## config.mk

```make
export PLATFORM = sky130hd
export DESIGN_NAME = dc617_clk_step_ctl
export DESIGN_NICKNAME = d
export VERILOG_FILES = /design/src/rtl/dc617_clk_pkg.sv /design/src/rtl/dc617_clk_wdog.sv /design/src/rtl/dc617_clk_step_ctl.sv
export SDC_FILE = /design/constraint.sdc
export NUM_CORES = 1
export LEC_CHECK = 0
export ABC_AREA = 1
export BUFFER_PORTS_ARGS = -buffer_cell sky130_fd_sc_hd__buf_2
export CAP_MARGIN = 40
export CORE_MARGIN = 4
export CORE_UTILIZATION = 60
export CTS_BUF_LIST = sky130_fd_sc_hd__clkbuf_4
export CTS_CLUSTER_SIZE = 24
export DETAILED_ROUTE_END_ITERATION = 6
export GPL_TIMING_DRIVEN = 0
export PLACE_DENSITY = 0.83
export SLEW_MARGIN = 5
export SYNTH_ARGS = -nofsm -noshare
export SYNTH_HDL_FRONTEND = slang
export SYNTH_SLANG_ARGS = --single-unit
```

## constraint.sdc

```tcl
create_clock -name base_clk_h -period 2.75 [get_ports base_clk_h]
set_input_delay 0.1375 -clock base_clk_h [delete_from_list [all_inputs] [get_ports base_clk_h]]
set_output_delay 0.1375 -clock base_clk_h [all_outputs]
set_load 0.01 [all_outputs]
```

## src/rtl/dc617_clk_pkg.sv

```systemverilog
// Shared encodings for the DC617 console clock-step sequencer: FSM states,
// SAC clock-control codes and console command codes.
package dc617_clk_pkg;

    typedef logic [2:0] state_t;
    localparam state_t ST_STOPPED  = 3'd0;
    localparam state_t ST_RUN      = 3'd1;
    localparam state_t ST_STOPPING = 3'd2;
    localparam state_t ST_ARM      = 3'd3;
    localparam state_t ST_ISSUE    = 3'd4;
    localparam state_t ST_WAIT     = 3'd5;

    typedef logic [1:0] clk_code_t;
    localparam clk_code_t CLK_STOP  = 2'd0;
    localparam clk_code_t CLK_STEPB = 2'd1;
    localparam clk_code_t CLK_STEPM = 2'd2;
    localparam clk_code_t CLK_RUN   = 2'd3;

    typedef logic [1:0] cmd_t;
    localparam cmd_t CMD_HALT  = 2'd0;
    localparam cmd_t CMD_RUN   = 2'd1;
    localparam cmd_t CMD_STEPM = 2'd2;
    localparam cmd_t CMD_STEPB = 2'd3;

    function automatic clk_code_t step_code(input cmd_t cmd);
        return (cmd == CMD_STEPM) ? CLK_STEPM : CLK_STEPB;
    endfunction

    function automatic clk_code_t state_code(input state_t st, input clk_code_t step);
        case (st)
            ST_RUN:            return CLK_RUN;
            ST_ISSUE, ST_WAIT: return step;
            default:           return CLK_STOP;
        endcase
    endfunction

endpackage

```

## src/rtl/dc617_clk_wdog.sv

```systemverilog
// Watchdog for the clock-step sequencer: counts cycles spent waiting on the
// SAC and flags expiry when the TIMEOUT-th waiting cycle completes.
module dc617_clk_wdog #(
    parameter int TIMEOUT = 4095
) (
    input  logic base_clk_h,
    input  logic init_l,
    input  logic clr_h,
    input  logic en_h,
    output logic expire_h
);

    logic [11:0] count_reg;

    assign expire_h = en_h && (count_reg == 12'(TIMEOUT - 1));

    always_ff @(posedge base_clk_h or negedge init_l) begin
        if (!init_l) begin
            count_reg <= '0;
        end else if (clr_h) begin
            count_reg <= '0;
        end else if (en_h && !expire_h) begin
            count_reg <= count_reg + 12'd1;
        end
    end

endmodule

```

## src/rtl/dc617_clk_step_ctl.sv

```systemverilog
// Console-side clock control sequencer for the SAC: turns HALT/RUN/STEPM/STEPB
// commands into the SAC clock-control code and tracks halt_l for completion.
module dc617_clk_step_ctl
    import dc617_clk_pkg::*;
#(
    parameter int ARM_CYCLES = 2,
    parameter int TIMEOUT    = 4095
) (
    input  logic       base_clk_h,
    input  logic       init_l,
    input  logic       cmd_valid_h,
    input  logic [1:0] cmd_h,
    input  logic [7:0] cmd_count_h,
    output logic       cmd_ready_h,
    input  logic       halt_l,
    output logic [1:0] clk_ctl_h,
    output logic       done_h,
    output logic       run_h,
    output logic [7:0] steps_left_h,
    output logic       timeout_h,
    output logic       err_halt_h
);

    localparam int ARM_W = (ARM_CYCLES > 1) ? $clog2(ARM_CYCLES) : 1;

    state_t          state_reg, state_next;
    clk_code_t       step_code_reg, step_code_next;
    clk_code_t       clk_ctl_reg;
    logic [7:0]      steps_left_reg, steps_left_next;
    logic [ARM_W-1:0] arm_cnt_reg, arm_cnt_next;
    logic            done_reg, done_next;
    logic            timeout_reg, timeout_next;
    logic            err_halt_reg, err_halt_next;
    logic            halt_q_reg;
    logic            run_seen_reg, run_seen_next;
    logic            run_low_reg, run_low_next;
    logic            accept;
    logic            wdog_clr, wdog_en, wdog_expire;

    assign cmd_ready_h  = (state_reg == ST_STOPPED) || (state_reg == ST_RUN);
    assign run_h        = (state_reg == ST_RUN);
    assign clk_ctl_h    = clk_ctl_reg;
    assign done_h       = done_reg;
    assign steps_left_h = steps_left_reg;
    assign timeout_h    = timeout_reg;
    assign err_halt_h   = err_halt_reg;

    assign accept   = cmd_valid_h && cmd_ready_h;
    assign wdog_clr = (state_next != state_reg);
    assign wdog_en  = (state_reg == ST_STOPPING) || (state_reg == ST_ISSUE) ||
                      (state_reg == ST_WAIT);

    dc617_clk_wdog #(
        .TIMEOUT (TIMEOUT)
    ) u_wdog (
        .base_clk_h (base_clk_h),
        .init_l     (init_l),
        .clr_h      (wdog_clr),
        .en_h       (wdog_en),
        .expire_h   (wdog_expire)
    );

    always_comb begin
        state_next      = state_reg;
        step_code_next  = step_code_reg;
        steps_left_next = steps_left_reg;
        done_next       = 1'b0;
        timeout_next    = timeout_reg;
        err_halt_next   = err_halt_reg;

        if (accept) begin
            timeout_next  = 1'b0;
            err_halt_next = 1'b0;
        end

        case (state_reg)
            ST_STOPPED: begin
                if (accept) begin
                    case (cmd_h)
                        CMD_HALT: done_next  = 1'b1;
                        CMD_RUN:  state_next = ST_RUN;
                        default: begin
                            steps_left_next = (cmd_count_h == 8'd0) ? 8'd1 : cmd_count_h;
                            step_code_next  = step_code(cmd_h);
                            state_next      = ST_ARM;
                        end
                    endcase
                end
            end
            ST_RUN: begin
                if (accept) begin
                    if (cmd_h == CMD_RUN) begin
                        done_next = 1'b1;
                    end else begin
                        state_next = ST_STOPPING;
                    end
                end else if (run_seen_reg && run_low_reg && !halt_q_reg) begin
                    err_halt_next = 1'b1;
                    state_next    = ST_STOPPED;
                end
            end
            ST_STOPPING: begin
                if (!halt_q_reg) begin
                    done_next  = 1'b1;
                    state_next = ST_STOPPED;
                end
            end
            ST_ARM: begin
                if (arm_cnt_reg == ARM_W'(ARM_CYCLES - 1)) begin
                    state_next = ST_ISSUE;
                end
            end
            ST_ISSUE: begin
                if (halt_q_reg) begin
                    state_next = ST_WAIT;
                end
            end
            ST_WAIT: begin
                if (!halt_q_reg) begin
                    if (steps_left_reg != 8'd0) begin
                        steps_left_next = steps_left_reg - 8'd1;
                    end
                    if (steps_left_reg <= 8'd1) begin
                        done_next  = 1'b1;
                        state_next = ST_STOPPED;
                    end else begin
                        state_next = ST_ARM;
                    end
                end
            end
            default: state_next = ST_STOPPED;
        endcase

        // Expiry only acts while still stuck waiting; a real SAC response wins.
        if (wdog_expire && (state_next == state_reg)) begin
            timeout_next    = 1'b1;
            steps_left_next = 8'd0;
            state_next      = ST_STOPPED;
        end

        arm_cnt_next = (state_next != state_reg) ? '0 :
                       (state_reg == ST_ARM) ? arm_cnt_reg + ARM_W'(1) : arm_cnt_reg;

        // The SAC is still halted on RUN entry, so the unsolicited-halt check
        // only arms once the SAC has been seen running in this RUN stint.
        run_seen_next = (state_next == ST_RUN) && (run_seen_reg || halt_q_reg);
        run_low_next  = (state_reg == ST_RUN) && (state_next == ST_RUN) &&
                        run_seen_reg && !halt_q_reg && !accept;
    end

    // clk_ctl follows state one cycle late, so each ARM stint yields an equally
    // long STOP window directly ahead of the step code.
    always_ff @(posedge base_clk_h or negedge init_l) begin
        if (!init_l) begin
            state_reg      <= ST_STOPPED;
            step_code_reg  <= CLK_STOP;
            clk_ctl_reg    <= CLK_STOP;
            steps_left_reg <= 8'd0;
            arm_cnt_reg    <= '0;
            done_reg       <= 1'b0;
            timeout_reg    <= 1'b0;
            err_halt_reg   <= 1'b0;
            halt_q_reg     <= 1'b0;
            run_seen_reg   <= 1'b0;
            run_low_reg    <= 1'b0;
        end else begin
            state_reg      <= state_next;
            step_code_reg  <= step_code_next;
            clk_ctl_reg    <= state_code(state_reg, step_code_reg);
            steps_left_reg <= steps_left_next;
            arm_cnt_reg    <= arm_cnt_next;
            done_reg       <= done_next;
            timeout_reg    <= timeout_next;
            err_halt_reg   <= err_halt_next;
            halt_q_reg     <= halt_l;
            run_seen_reg   <= run_seen_next;
            run_low_reg    <= run_low_next;
        end
    end

endmodule
```

Word level (Yosys, flattened, before mapping)
Cells that the tools add are included.
- bits in registers: 34
- output and inout port bits: 15
- bits of input ports: 14
- word-level logic and storage cells: 101
- equality and inequality tests: 15
- bitwise operators: 1
- multiplexer cells: 39
- $lt $le $gt $ge: 1
- reductions and logical operators: 30
- add/sub/neg operators: 3
- operator list (kind ; count):
    8-bit two-way mux ; 6
    3-bit two-way mux ; 9
    12-bit two-way mux ; 2
    3-bit case mux with 6 select lines ; 1
    8-bit case mux with 2 select lines ; 1
    1-bit two-way mux ; 15
    12-bit by 1-bit adder with 12-bit output (second input constant) ; 1
    12-bit equality test (second input constant) ; 1
    1-bit logical AND ; 11
    3-bit by 2-bit != test with 1-bit output (second input constant) ; 3
    8-bit by 1-bit less-or-equal comparator with 1-bit output (second input constant) ; 1
    8-bit zero test ; 1
    8-bit nonzero test ; 1
    8-bit by 1-bit subtractor with 8-bit output (second input constant) ; 1
    3-bit by 1-bit equality test with 1-bit output (second input constant) ; 2
    3-bit by 2-bit equality test with 1-bit output (second input constant) ; 2
    3-bit equality test (second input constant) ; 2
    3-bit case mux with 2 select lines ; 1
    2-bit nonzero test ; 3
    5-bit AND reduction ; 1
    1-bit logical OR ; 4
    2-bit two-way mux ; 2
    1-bit case mux with 4 select lines ; 1
    2-bit case mux with 2 select lines ; 1
    other kinds (13) ; 16

Logic depth before layout (Yosys ltp)
Gate-level depths: netlist (run 1).
- depth in word-level cells: 13
- depth in mapped cells: 15
- gate-level depth less buffers: 13

Hierarchy
A second synthesis (run 1) with hierarchy kept.
- cell total of the unflattened synthesis: 304
- area total of the unflattened synthesis: 2259.7 µm²
- by module, submodules not included (module ; sequential area each (µm²) ; times used ; cells an instance ; area each (µm²)):
    dc617_clk_step_ctl ; 550.5 ; 1 ; 193 ; 1481.4
    dc617_clk_wdog ; 300.3 ; 1 ; 111 ; 778.2

Worst setup path after synthesis (run 1)
OpenSTA, ideal clock, no wires.
- path type: reg-to-reg
- start: reg steps_left_reg[0], in the netlist steps_left_h[0]
- end: reg steps_left_reg[6], in the netlist steps_left_h[6]
- required time: 2.630 ns
- path buffers: 1
- cell stages (with the launch flop): 15
- library setup time: 0.120 ns
- clock period less this slack: 1.842 ns
- setup slack: 0.908 ns
- arrival time: 1.722 ns
- cells stage by stage: dfrtp_1 > inv_1 > ha_1 > o21ai_0 > nor2_1 > nor2_1 > nor2_4 > nand2_2 > nand2_2 > nand2_2 > inv_2 > nand2_1 > nor2_2 > buf_6 > nor2_1
- word-level cells in the longest chain between the ends: 8
- elaborated cells between the ends (all ways): 18
- classes of those cells: 1 x add/sub; 1 x order compare; 5 x eq/ne; 7 x mux; 4 x reduce/logical
- RTL lines (item ; line ; RTL):
    start, declared ; dc617_clk_step_ctl.sv:29 ; logic [7:0] steps_left_reg, steps_left_next;
    start signal, assigned ; dc617_clk_step_ctl.sv:170 ; steps_left_reg <= steps_left_next;
    8-bit by 1-bit less-or-equal comparator with 1-bit output ; dc617_clk_step_ctl.sv:123 ; if (steps_left_reg <= 8'd1) begin
    2-bit two-way mux ; dc617_clk_step_ctl.sv:123 ;
    3-bit two-way mux ; dc617_clk_step_ctl.sv:119 ; if (!halt_q_reg) begin
    3-bit case mux with 6 select lines ; dc617_clk_step_ctl.sv:76 ; case (state_reg)
    3-bit equality test ; dc617_clk_step_ctl.sv:135 ; if (wdog_expire && (state_next == state_reg)) begin
    1-bit logical AND ; dc617_clk_step_ctl.sv:135 ;
    3-bit by 1-bit != test with 1-bit output (no line), or another cell as far along ; -- ;
    5-bit AND reduction (no line) ; -- ;
Parallel ways exist; a longest one is shown, timed or not. The select of a mux whose other input is x is not followed.
A chain may end at the register's enable or synchronous reset.

Final worst setup path (run 1)
- start: reg steps_left_reg[0], in the netlist steps_left_h[0]
- end: reg u_wdog.count_reg[7]
- word-level cells in the longest chain between the ends: 9
- elaborated cells between the ends (all ways): 10
- classes of those cells: 1 x order compare; 2 x eq/ne; 5 x mux; 2 x reduce/logical
- RTL lines (item ; line ; RTL):
    8-bit by 1-bit less-or-equal comparator with 1-bit output * ; dc617_clk_step_ctl.sv:123 ;
    2-bit two-way mux * ; dc617_clk_step_ctl.sv:123 ;
    3-bit two-way mux * ; dc617_clk_step_ctl.sv:119 ;
    3-bit case mux with 6 select lines * ; dc617_clk_step_ctl.sv:76 ;
    3-bit equality test ; dc617_clk_step_ctl.sv:135 ;
    1-bit logical AND ; dc617_clk_step_ctl.sv:135 ;
    3-bit two-way mux * ; dc617_clk_step_ctl.sv:135 ;
    3-bit != test * ; dc617_clk_step_ctl.sv:49 ; assign wdog_clr = (state_next != state_reg);
    12-bit two-way mux or 2-bit nonzero test (tied branches) ; -- ;
    end signal, assigned ; dc617_clk_wdog.sv:23 ; count_reg <= count_reg + 12'd1;
    end, declared ; dc617_clk_wdog.sv:13 ; logic [11:0] count_reg;
Mark *: on every way between the ends. The rest lies on a longest branch, timed or not.

==> summary.txt, run 1 <==
drt drc - 0
Clock transition at path regs - 0.10 ns
Slew @ Worst Pin - 0.752 ns
Final min period - 2.06 ns
CP required - 3.03 ns
relative slew slack - 49.9%
Die Wd - 68.4 microns
Core Footprint - 3420 sq um
ys flop type - dfrtp_1
Synth Net Count - 300
CP max stage cell - dfrtp_1
Worst Setup EP - u_wdog.count_reg[7]$_DFFE_PN0P_
Post-synth EDFFs - 0
row count - 21
most frequent cell after synthesis - nand2_1
Clock Path Buffers - 2
Wirelength per Cell - 12.4 microns
fmax - 486 MHz
first-pass GRT wire length - 7.76 mm
critical path class - flip-flop to flip-flop
CP most frequent cell - nand2_2
power per cell area - 876 nW/um^2
die area - 4670 sq um
pin count of the biggest net entering global routing - 35
register bit count reported by yosys - 34
port buffer count - 28
n_diodes - 0
ys async rst share - 100%
R2R Setup Slk - 0.69 ns
routability cong. - 1.00
Area contributors post-synth - dfrtp_1 (39%), nand2_1 (8.4%), nor2_1 (6.4%), inv_1 (5.7%), o21ai_0 (3.9%)
gr ovfl total - 0
vias after detailed routing - 1947
Min-Delay Path Class - input port to flip-flop
vias in the first global route - 1799
PnR worst setup slack - 0.692 ns
layout cells sized above 1 - 25.4%
Post-Syn Area - 2190 sq um
H-Tree Level Count - 2
clk_lat worst skew - 0.35 ns
Gate Count Post-Synth - 281
crit end category - flip-flop
arrival time at the worst endpoint - 2.33 ns
Pleak - 1.24 nW
Num CTS Buffers - 5
slowest stage delay, CP - 0.43 ns
origin of the critical flop-to-flop path - steps_left_h[0]$_DFFE_PN0P_
CP max FO - 10
RSZ-0062 raised after global routing - false
Post-DRT Antenna Nets - 0
critical path startpoint - steps_left_h[0]$_DFFE_PN0P_
final slew viol count - 0
pre-CTS WS - 0.701 ns
Global Route Usage Sum - 22.0%
share of the synthesized area in the top cell type - 38.9%
worst r2r dst - u_wdog.count_reg[7]$_DFFE_PN0P_
most frequent cells after synthesis - nand2_1 (49), nor2_1 (37), dfrtp_1 (34)
drt total wl - 4.53 mm
Max IR drop VDD - 593 uV
DP Wirelength - 3.30 mm
crit-path cells - inv_1 -> ha_1 -> o21ai_0 -> nor2_1 -> nor2_1 -> nor2_4 -> nand2_2 -> nand2_2 -> nand2_2 -> inv_2 -> nand4_2 -> buf_6 -> nor2_2
Largest register FFs - 12
Setup crit start kind - flip-flop
Final Net Count - 337
setup_tns - 0 ns
Seq/Total Area, Yosys - 38.9%
Starting DRT DRC Count - 180
Via density - 5.33
Die H - 68.4 microns
skew final - 0.0117 ns
instance count on the critical path - 13
initial antenna violation count - 0
TritonCTS sink count - 34
area leader, netlist - dfrtp_1
worst r2r path cells - 13
Starting Density - 64.0%
fin crit share - 74.8%
Yosys cell types - 34
DRT Pass-1 Iters - 4
P&R area growth vs syn - 13.5%
syn avg cell area - 7.78 sq um
Ys Warns - 0
final setup fails - 0
total I/O pin count - 29
outcome - finished, final reports clean
CP Buf/Inv Count - 3
Final Hold Viols - 0
clk root buf - clkbuf_4
Max Cap Viol - 0
TritonCTS clock tree - built
delay-heaviest family, CP - simple AND/OR/NAND/NOR gates
[metal layers]
layer  wire [microns]  vias to the layer above  GRT usage (%)
li1                 -                      983              -
met3              284                        9           4.43
met4               42                        0           8.44
met2             2150                       58           35.9
met1             2050                      897           28.7
met5                0                        -              0
[cell type report]
type / instances / area [sq um]
well taps: 46 / 57.6
clock buffers: 5 / 37.5
fillers: 281 / 935
flip-flops and latches: 34 / 851
plain buffers: 5 / 45.0
inverters: 38 / 143
multi-input cells: 204 / 1150
clock inverters: 3 / 40.0
repair buffers: 30 / 160
[worst min-delay path by stage]
| stage | start | to | depth (start not counted) |
|---|---|---|---|
| 6_report | cmd_h[0] | step_code_reg[0]$_DFFE_PN0P_ | 3 |
| 5_1_grt | cmd_h[0] | step_code_reg[0]$_DFFE_PN0P_ | 3 |
| 4_1_cts | cmd_h[0] | step_code_reg[0]$_DFFE_PN0P_ | 3 |
| 3_5_place_dp | init_l | steps_left_h[3]$_DFFE_PN0P_ | 1 |
| 3_3_place_gp | init_l | steps_left_h[3]$_DFFE_PN0P_ | 1 |
| 2_1_floorplan | init_l | arm_cnt_reg$_DFFE_PN0P_ | 0 |
[kinds of logic (layout without fill, tap and decap cells)]
family	after synthesis	after routing	synth area share, %
AO/OA/AOI/OAI	34	34	8.99
XOR/XNOR	13	13	5.21
adder cells (fa/ha/maj)	5	5	2.86
buffers and inverters	43	81	8.59
flip-flops	34	34	38.9
AND/OR/NAND/NOR	152	152	35.4
[power by group]
group          switching [mW]  leakage (nW)  internal, mW
Sequential              0.127         0.444         0.627
Clock                   0.174        0.0450         0.188
Combinational           0.677         0.748         0.380
[worst reg2reg max path: stages (launching register included)]
cell and delay (ns):
dfrtp_1 0.43, inv_1 0.16, ha_1 0.23, o21ai_0 0.09, nor2_1 0.16, nor2_1 0.09
nor2_4 0.14, nand2_2 0.07, nand2_2 0.06, nand2_2 0.05, inv_2 0.06, nand4_2 0.15
buf_6 0.20, nor2_2 0.10
[cell usage in the layout, fill, tap and decap left out, drive strengths merged]
master / netlist / routed
or2: 1 / 1
clkbuf: 1 / 6
o211ai: 2 / 2
nand2: 60 / 60
nand3b: 3 / 3
nor2: 52 / 52
nand3: 19 / 19
nor3b: 1 / 1
ha: 5 / 5
o221ai: 1 / 1
o21bai: 1 / 1
dfrtp: 34 / 34
nor4: 2 / 2
a21oi: 10 / 10
inv: 38 / 38
clkinv: 0 / 2
nand4: 12 / 12
nor3: 2 / 2
a32oi: 1 / 1
xnor2: 4 / 4
dlygate4sd3: 0 / 2
o21ai: 17 / 17
o21a: 1 / 1
o22ai: 1 / 1
xor2: 9 / 9
bufinv: 0 / 1
buf: 4 / 32
[metrics by stage]
| step | cells | hold WS, ns | utilization [%] | cell area [sq um] | total power [mW] |
|---|---|---|---|---|---|
| finish | 365 | 0.116 | 72.6 | 2480 | 2.17 |
| global route | 365 | 0.107 | 72.6 | 2480 | 2.35 |
| CTS | 365 | 0.103 | 72.6 | 2480 | 2.18 |
| detailed placement | 355 | 0.243 | 69.8 | 2380 | 1.80 |
| global placement | 355 | 0.236 | 69.8 | 2380 | 1.78 |
| floorplan | 281 | -0.158 | - | 2190 | 1.52 |
[repair_timing]
item,4_1_cts,5_1_grt
gates resized for setup,0,0
hold endpoints to repair,35,0
hold buffers,2,0
setup buffers,0,0
Power figures use the tool's default switching activity.
==> run 2, diff against run 1 <==
==> constraint.sdc (replaced) <==
create_clock -name base_clk_h -period 1.9 [get_ports base_clk_h]
set_input_delay 0.095 -clock base_clk_h [delete_from_list [all_inputs] [get_ports base_clk_h]]
set_output_delay 0.095 -clock base_clk_h [all_outputs]
set_load 0.01 [all_outputs]
==> summary.txt, run 2 (same netlist as run 1, synthesis figures left out) <==
outcome - complete, but fails checks
CP required - 2.14 ns
die area - 4670 sq um
Die Wd - 68.4 microns
port buffer count - 28
drt drc - 0
relative slew slack - 49.9%
first-pass GRT wire length - 8.54 mm
Final Net Count - 350
pin count of the biggest net entering global routing - 35
skew final - 0.0164 ns
PnR worst setup slack - -0.0893 ns
Max Cap Viol - 0
Post-DRT Antenna Nets - 0
Largest register FFs - 12
crit end category - flip-flop
TritonCTS clock tree - built
fin cells - 378
clk root buf - clkbuf_4
final setup fails - 22
RSZ-0062 raised after global routing - true
row count - 21
initial antenna violation count - 0
fin crit share - 105%
Clock Path Buffers - 2
Min-Delay Path Class - input port to flip-flop
Starting DRT DRC Count - 172
critical path class - flip-flop to flip-flop
failing checks - setup timing
fill cell count - 212
most frequent cells in the layout - nand2_1 (44), dfrtp_1 (32), inv_1 (30)
Via density - 5.60
Pleak - 1.34 nW
n_diodes - 0
TritonCTS sink count - 34
vias after detailed routing - 2118
Setup crit start kind - flip-flop
P&R area growth vs syn - 28.1%
R2R Setup Slk - -0.09 ns
Register Area - 853 sq um
vias in the first global route - 1965
gr ovfl total - 0
arrival time at the worst endpoint - 2.23 ns
layout cells sized above 1 - 35.8%
pre-CTS WS - -0.149 ns
drt total wl - 5.54 mm
Layout Utilization - 82.0%
total I/O pin count - 29
Global Route Usage Sum - 24.2%
final slew viol count - 0
Total Power - 3.94 mW
routability cong. - 1.00
worst r2r path cells - 13
Final min period - 1.99 ns
Num CTS Buffers - 5
Wirelength per Cell - 14.6 microns
CP max FO - 7
final instance area - 2800 sq um
cell depth of the worst hold path - 3
Die H - 68.4 microns
Slew @ Worst Pin - 0.752 ns
clk_lat worst skew - 0.36 ns
fmax - 503 MHz
Clock transition at path regs - 0.12 ns
DRT Pass-1 Iters - 5
Starting Density - 64.0%
Core Footprint - 3420 sq um
DP Wirelength - 3.30 mm
power per cell area - 1410 nW/um^2
Placed Area - 2380 sq um
Final Hold Viols - 0
commonest non-fill, non-tap cell in the layout - nand2_1
Max IR drop VDD - 931 uV
placed insts - 355
Multi-input gate area - 1330 sq um
H-Tree Level Count - 2
==> run 2: changes by cell type in the layout (fill, tap and decap cells not counted), moves of 5 or more <==
cell / delta
nand2_1: -5
nand2_2: +5
nor2_4: +14
buf_4: +9
nor2_1: -8
nor2_2: -6
==> run 2: final timing paths <==
check | from | to
hold reg to reg | timeout_h$_DFFE_PN0P_ | timeout_h$_DFFE_PN0P_
max in group asynchronous | init_l | state_reg[2]$_DFF_PN0_
setup reg to reg | steps_left_h[2]$_DFFE_PN0P_ | steps_left_h[6]$_DFFE_PN0P_
hold / removal | cmd_h[0] | step_code_reg[0]$_DFFE_PN0P_
setup / recovery | steps_left_h[2]$_DFFE_PN0P_ | steps_left_h[6]$_DFFE_PN0P_
min in group asynchronous | init_l | steps_left_h[3]$_DFFE_PN0P_
==> run 2: power by group <==
part	internal, mW	switching (mW)
Clock	0.272	0.262
Combinational	0.936	1.35
Sequential	0.910	0.204
Total	2.12	1.82
==> run 2: critical path, stage by stage (launching register included) <==
cell     delay, ns
dfrtp_1       0.51
nor2_2        0.20
o21ai_2       0.10
nor2_2        0.15
nor2_2        0.07
nor2_4        0.15
nand2_2       0.07
nand2_2       0.06
nand2_2       0.05
inv_2         0.08
nand2_2       0.07
nor2_4        0.14
buf_6         0.16
nor2_1        0.05
==> run 2: cell type report <==
type | count | area share, %
Clock buffer | 5 | 1.34
Tap cell | 46 | 2.06
Clock inverter | 3 | 1.43
Inverter | 38 | 5.27
Timing Repair Buffer | 43 | 10.2
Multi-Input combinational cell | 204 | 47.5
Sequential cell | 34 | 30.5
Buffer | 5 | 1.74
==> run 2: what timing repair did <==
action | CTS | global route
endpoints found under the hold margin | 35 | 0
buffers inserted | 6 | 5
hold buffers | 2 | 0
cloned | 2 | 0
endpoints found under the setup margin | 22 | 24
pin swaps | 5 | 7
gates resized for setup | 22 | 33
==> run 2: metrics by stage <==
stage	hold WS [ns]	setup TNS [ns]
6_report	0.0603	-0.993
5_1_grt	0.0555	-3.07
4_1_cts	0.0606	0
3_5_place_dp	0.200	-2.59
2_1_floorplan	-0.201	0
3_3_place_gp	0.193	-2.16
==> run 2: metal layers <==
metal	wire length [microns]	GRT usage, %	up-vias	part of all wire, %
met5	0	0	-	0
met4	155	10.4	0	2.8
met3	320	4.93	21	5.8
met2	2810	40.2	81	51
met1	2260	30.4	1006	41
li1	-	-	1010	-
